===== src/rtl/scalar_wb_ctl.sv =====
// Scalar writeback and reservation controller for the S register file.
// Tracks add/logical/shift results to a single S write port.
module scalar_wb_ctl #(
  parameter int ADD_LAT = 3,
  parameter int LOG_LAT = 1,
  parameter int SHF_LAT = 2,
  parameter int MAX_LAT = 3
) (
  input  logic        clk,
  input  logic        rst,
  input  logic        i_issue,
  input  logic [1:0]  i_fu,
  input  logic [2:0]  i_dest,
  input  logic [2:0]  i_src_j,
  input  logic [2:0]  i_src_k,
  input  logic [63:0] i_add_res,
  input  logic [63:0] i_log_res,
  input  logic [63:0] i_shf_res,
  output logic        o_issue_ok,
  output logic [7:0]  o_busy,
  output logic        o_we,
  output logic [2:0]  o_waddr,
  output logic [63:0] o_wdata
);

  localparam logic [1:0] FU_ADD = 2'b00;
  localparam logic [1:0] FU_LOG = 2'b01;
  localparam logic [1:0] FU_SHF = 2'b10;

  typedef struct packed {
    logic       v;
    logic [2:0] dest;
    logic [1:0] fu;
  } ent_t;

  ent_t pipe_q [MAX_LAT];
  ent_t pipe_d [MAX_LAT];

  int   lat;
  logic coll;
  logic accept;

  // latency of the unit being requested
  always_comb begin
    lat = MAX_LAT;
    unique case (1'b1)
      (i_fu == FU_ADD): lat = ADD_LAT;
      (i_fu == FU_LOG): lat = LOG_LAT;
      (i_fu == FU_SHF): lat = SHF_LAT;
      default:          lat = MAX_LAT;
    endcase
  end

  // reservation bits and writeback-slot collision, both from pre-edge pipe
  always_comb begin
    o_busy = '0;
    coll   = 1'b0;
    for (int n = 0; n < MAX_LAT; n++) begin
      if (pipe_q[n].v) o_busy[pipe_q[n].dest] = 1'b1;
      if (n == lat) coll = coll | pipe_q[n].v;
    end
  end

  // issue gating: valid unit, no register hazard, free writeback slot
  always_comb begin
    o_issue_ok = (i_fu != 2'b11) &&
                 !o_busy[i_dest] &&
                 !o_busy[i_src_j] &&
                 !o_busy[i_src_k] &&
                 !coll;
    accept = i_issue && o_issue_ok && rst;
  end

  // next pipe: shift down one slot, new issue lands at its latency slot
  always_comb begin
    for (int n = 0; n < MAX_LAT - 1; n++) begin
      pipe_d[n] = pipe_q[n+1];
    end
    pipe_d[MAX_LAT-1] = '0;
    for (int n = 0; n < MAX_LAT; n++) begin
      if (accept && (n == lat - 1)) begin
        pipe_d[n] = '{v: 1'b1, dest: i_dest, fu: i_fu};
      end
    end
  end

  // tracking pipe register; reset drops every in-flight result
  always_ff @(posedge clk) begin
    if (!rst) begin
      for (int n = 0; n < MAX_LAT; n++) pipe_q[n] <= '0;
    end else begin
      for (int n = 0; n < MAX_LAT; n++) pipe_q[n] <= pipe_d[n];
    end
  end

  // writeback port driven from the bottom slot, zeroed when idle
  always_comb begin
    o_we    = pipe_q[0].v;
    o_waddr = '0;
    o_wdata = '0;
    if (pipe_q[0].v) begin
      o_waddr = pipe_q[0].dest;
      unique case (1'b1)
        (pipe_q[0].fu == FU_ADD): o_wdata = i_add_res;
        (pipe_q[0].fu == FU_LOG): o_wdata = i_log_res;
        (pipe_q[0].fu == FU_SHF): o_wdata = i_shf_res;
        default:                  o_wdata = '0;
      endcase
    end
  end

endmodule


===== config.mk =====
export PLATFORM = sky130hd
export DESIGN_NAME = scalar_wb_ctl
export DESIGN_NICKNAME = d
export VERILOG_FILES = /design/src/rtl/scalar_wb_ctl.sv
export SDC_FILE = /design/constraint.sdc
export NUM_CORES = 1
export LEC_CHECK = 0
export ABC_AREA = 1
export CAP_MARGIN = 20
export CORE_AREA = 2 2 110 112
export DETAILED_ROUTE_END_ITERATION = 10
export DIE_AREA = 0 0 112 114
export PLACE_DENSITY = 0.74
export SYNTH_ARGS = -nofsm -noshare
export SYNTH_HDL_FRONTEND = slang
export SYNTH_SLANG_ARGS = --single-unit

===== constraint.sdc =====
create_clock -name clk -period 1.7 [get_ports clk]
set_input_delay 0.17 -clock clk [delete_from_list [all_inputs] [get_ports clk]]
set_output_delay 0.17 -clock clk [all_outputs]
set_load 0.01 [all_outputs]

==> impl_metrics.yaml <==
outcome:
  status: "complete, but fails checks"
  violations: "setup timing"
clocking:
  clkSinkCount: 18
  cts_buffer_depth: 2
  ctsRootBufferMaster: "clkbuf_16"
  clkSlewWorstSetupHoldPaths_ps: 60
  cts_made_buffers: 3
  clk_latency_ps: 250
  cts_max_level: 1
  cts_tree: "built"
floorplan:
  num_io_pins: 283
  core_um2: 11700
  die_w_um: 112
  start_util: 0.251
  rows: 40
  die_height_um: 114
  dieArea_um2: 12800
logic_synthesis:
  syn_area_per_cell_um2: 4.72
  ys_types: 23
  synth.ff_latch_count: 18
  yosys_warnings: 0
  synth_top_family_by_area: "simple AND/OR/NAND/NOR gates"
  synth_xor_area_frac: 0
  synth_edf_count: 0
  synthSimpleGateAreaFrac: 0.680
  synth_compound_gate_area_share: 0.00809
  ys_seq_area_frac: 0.123
  async_reset_ff_frac: 0
  syn_area_um2: 2940
  synth_fa_ha_area_frac: 0.0128
  synth_commonest_cells: "317 x nand2_1, 95 x inv_1, 81 x nand3_1, 33 x nor2_1, 23 x clkbuf_1"
  muxShareOfSynthArea: 0
  synthCells: 622
  synth.area.top_cells: "nand2_1 41%, nand3_1 14%, dfxtp_1 12%, inv_1 12%, nor2_1 4.2%"
  synth_top_area_share: 0.405
  synth_nets: 831
  synth.most_common_cell: "nand2_1"
  ys.flop_type: "dfxtp_1"
  yosys.area.top_type: "nand2_1"
power:
  ir_drop_uv: 533
  leakage_nw: 4.43
  clockPowerShare: 0.236
  p_sw_frac: 0.307
  power_frac_seq: 0.193
  intPower_w: 0.00157
  p_per_area_nw_per_um2: 277
  p_switching_w: 0.000697
  pwr-share-comb: 0.571
setup_path:
  worstPathRequired_ps: 1530
  start_kind: "register"
  critPathCaptureType: "primary output"
  crit_path_max_fanout: 5
  arrival_ps: 1830
  path_class: "register to primary output"
detailed_routing:
  ant_nets: 0
  routed_wirelength_um: 19400
  avgViaCountPerCell: 4.79
  routedWlPerCell_um: 17.2
  vias: 5383
  route.detailed.drc: 0
  first_iter_violations: 334
  drtPass1Iterations: 5
timing:
  finalSetupViolCount: 51
  fin_crit_ps: 2000
  worst_pin_slew_ps: 313
  rsz0062_at_grt: "true"
  fin_skew_ps: 2.79
  fmax_mhz: 500
  fin_crit_sh: 1.18
  setup_slack_ps: -300
  drv_slew: 0
  slew_headroom: 0.791
  hold_violations: 0
worst_hold_path:
  hp-class: "input pin to register"
global_routing:
  overflow: 0
  grt_max_degree: 26
  grt_pass1_vias: 4540
  antenna_found_initial: 0
  grtUsageTotal: 0.224
  grt_first_pass_wirelength_um: 23100
finish:
  regArea_um2: 400
  area_growth_pct: 179
  largest_reg_flops: 18
  drive_gt1_frac: 0.454
  final_cell_area_um2: 8200
  final_util: 0.700
  fillers: 898
  diodes: 0
  nets: 1186
  largest-register: "pipe_q"
  multiInputGateArea_um2: 3100
  top_regs: "pipe_q (18)"
  layout.cells.non_filler: 1123
place:
  gp_congestion: 0.897
  place_hpwl_um: 11200
  io_buffers: 282
  place_area_um2: 6260
  dp.cells: 1070
flow_run:
  maxCapViolations: 0
==> cells in the final DEF, fill, tap and decap left out, drive strengths merged, types with 2 or more instances in the layout <==
cell type,instances
nand2,323
clkdlybuf4s50,205
buf,152
inv,101
nand3,90
nor2,36
dfxtp,18
nand4,17
clkbuf,14
dlygate4sd2,9
ha,3
dlymetal6s2s,2
o21ai,2
==> power by group through the flow <==
| stage | clock network [W] | registers, W | logic (W) |
|---|---|---|---|
| 3_3_place_gp | 0 | 0.000452 | 0.000949 |
| 2_1_floorplan | 0 | 0.000447 | 0.000285 |
| 4_1_cts | 0.000523 | 0.000439 | 0.00102 |
| 3_5_place_dp | 0 | 0.000452 | 0.000952 |
| 6_report | 0.000536 | 0.000437 | 0.00129 |
| 5_1_grt | 0.000555 | 0.000438 | 0.00137 |
==> worst max-delay path: stages (launching register included) <==
cell,delay (ps)
dfxtp_4,390
inv_4,50
nor2_4,150
nand2_2,110
nand3_4,150
nand2_1,90
nand3_1,110
nand3_2,110
nand2_2,100
nor2_4,40
and2_4,160
buf_6,110
==> stage by stage <==
step	hold slack [ps]	setup WS, ps	power [W]	setup TNS, ps
after global routing	408	-399	0.00237	-9240
after CTS	399	-121	0.00198	-1150
final	394	-300	0.00227	-4240
after global placement	485	-635	0.00140	-14670
after detailed placement	484	-662	0.00140	-15560
after floorplan	305	36.5	0.000732	0
==> cell families after synthesis <==
logic type	after synthesis
compound gates	4
fa+ha+maj	3
buf+inv	131
flops	18
simple gates	466
==> per-layer routing <==
metal	vias up	global-route usage	wire, um
li1	2601	-	-
met1	2459	0.293	7730
met5	-	0	0
met4	0	0.0358	585
met3	63	0.0383	1430
met2	260	0.394	9620
==> path summary, 6_finish.rpt <==
kind / start / slack [ps] / endpoint / cells after the start
worst max-delay path: pipe_q[0][17] / -300 / o_issue_ok / 11
worst min register to register: pipe_q[0][12] / 490 / pipe_q[0][6] / 4
worst max register to register: pipe_q[0][9] / -230 / pipe_q[0][2] / 14
worst min-delay path: i_fu[0] / 390 / pipe_q[0][12] / 4
==> layout make-up <==
cell class	instances	share of cell area
repair buffers	379	0.493
inverters	101	0.0475
multi-input cells	474	0.378
clock buffers	4	0.0108
flip-flops and latches	18	0.0488
well taps	147	0.0224
==> timing repair <==
| action | 4_1_cts | 5_1_grt |
|---|---|---|
| resized for setup | 342 | 330 |
| cloned | 9 | 12 |
| hold buffers | 0 | 0 |
| setup endpoints to repair | 94 | 83 |
| pin swaps | 23 | 81 |
| buffers inserted | 12 | 18 |
Note: power is estimated with default switching activity, not from simulation.
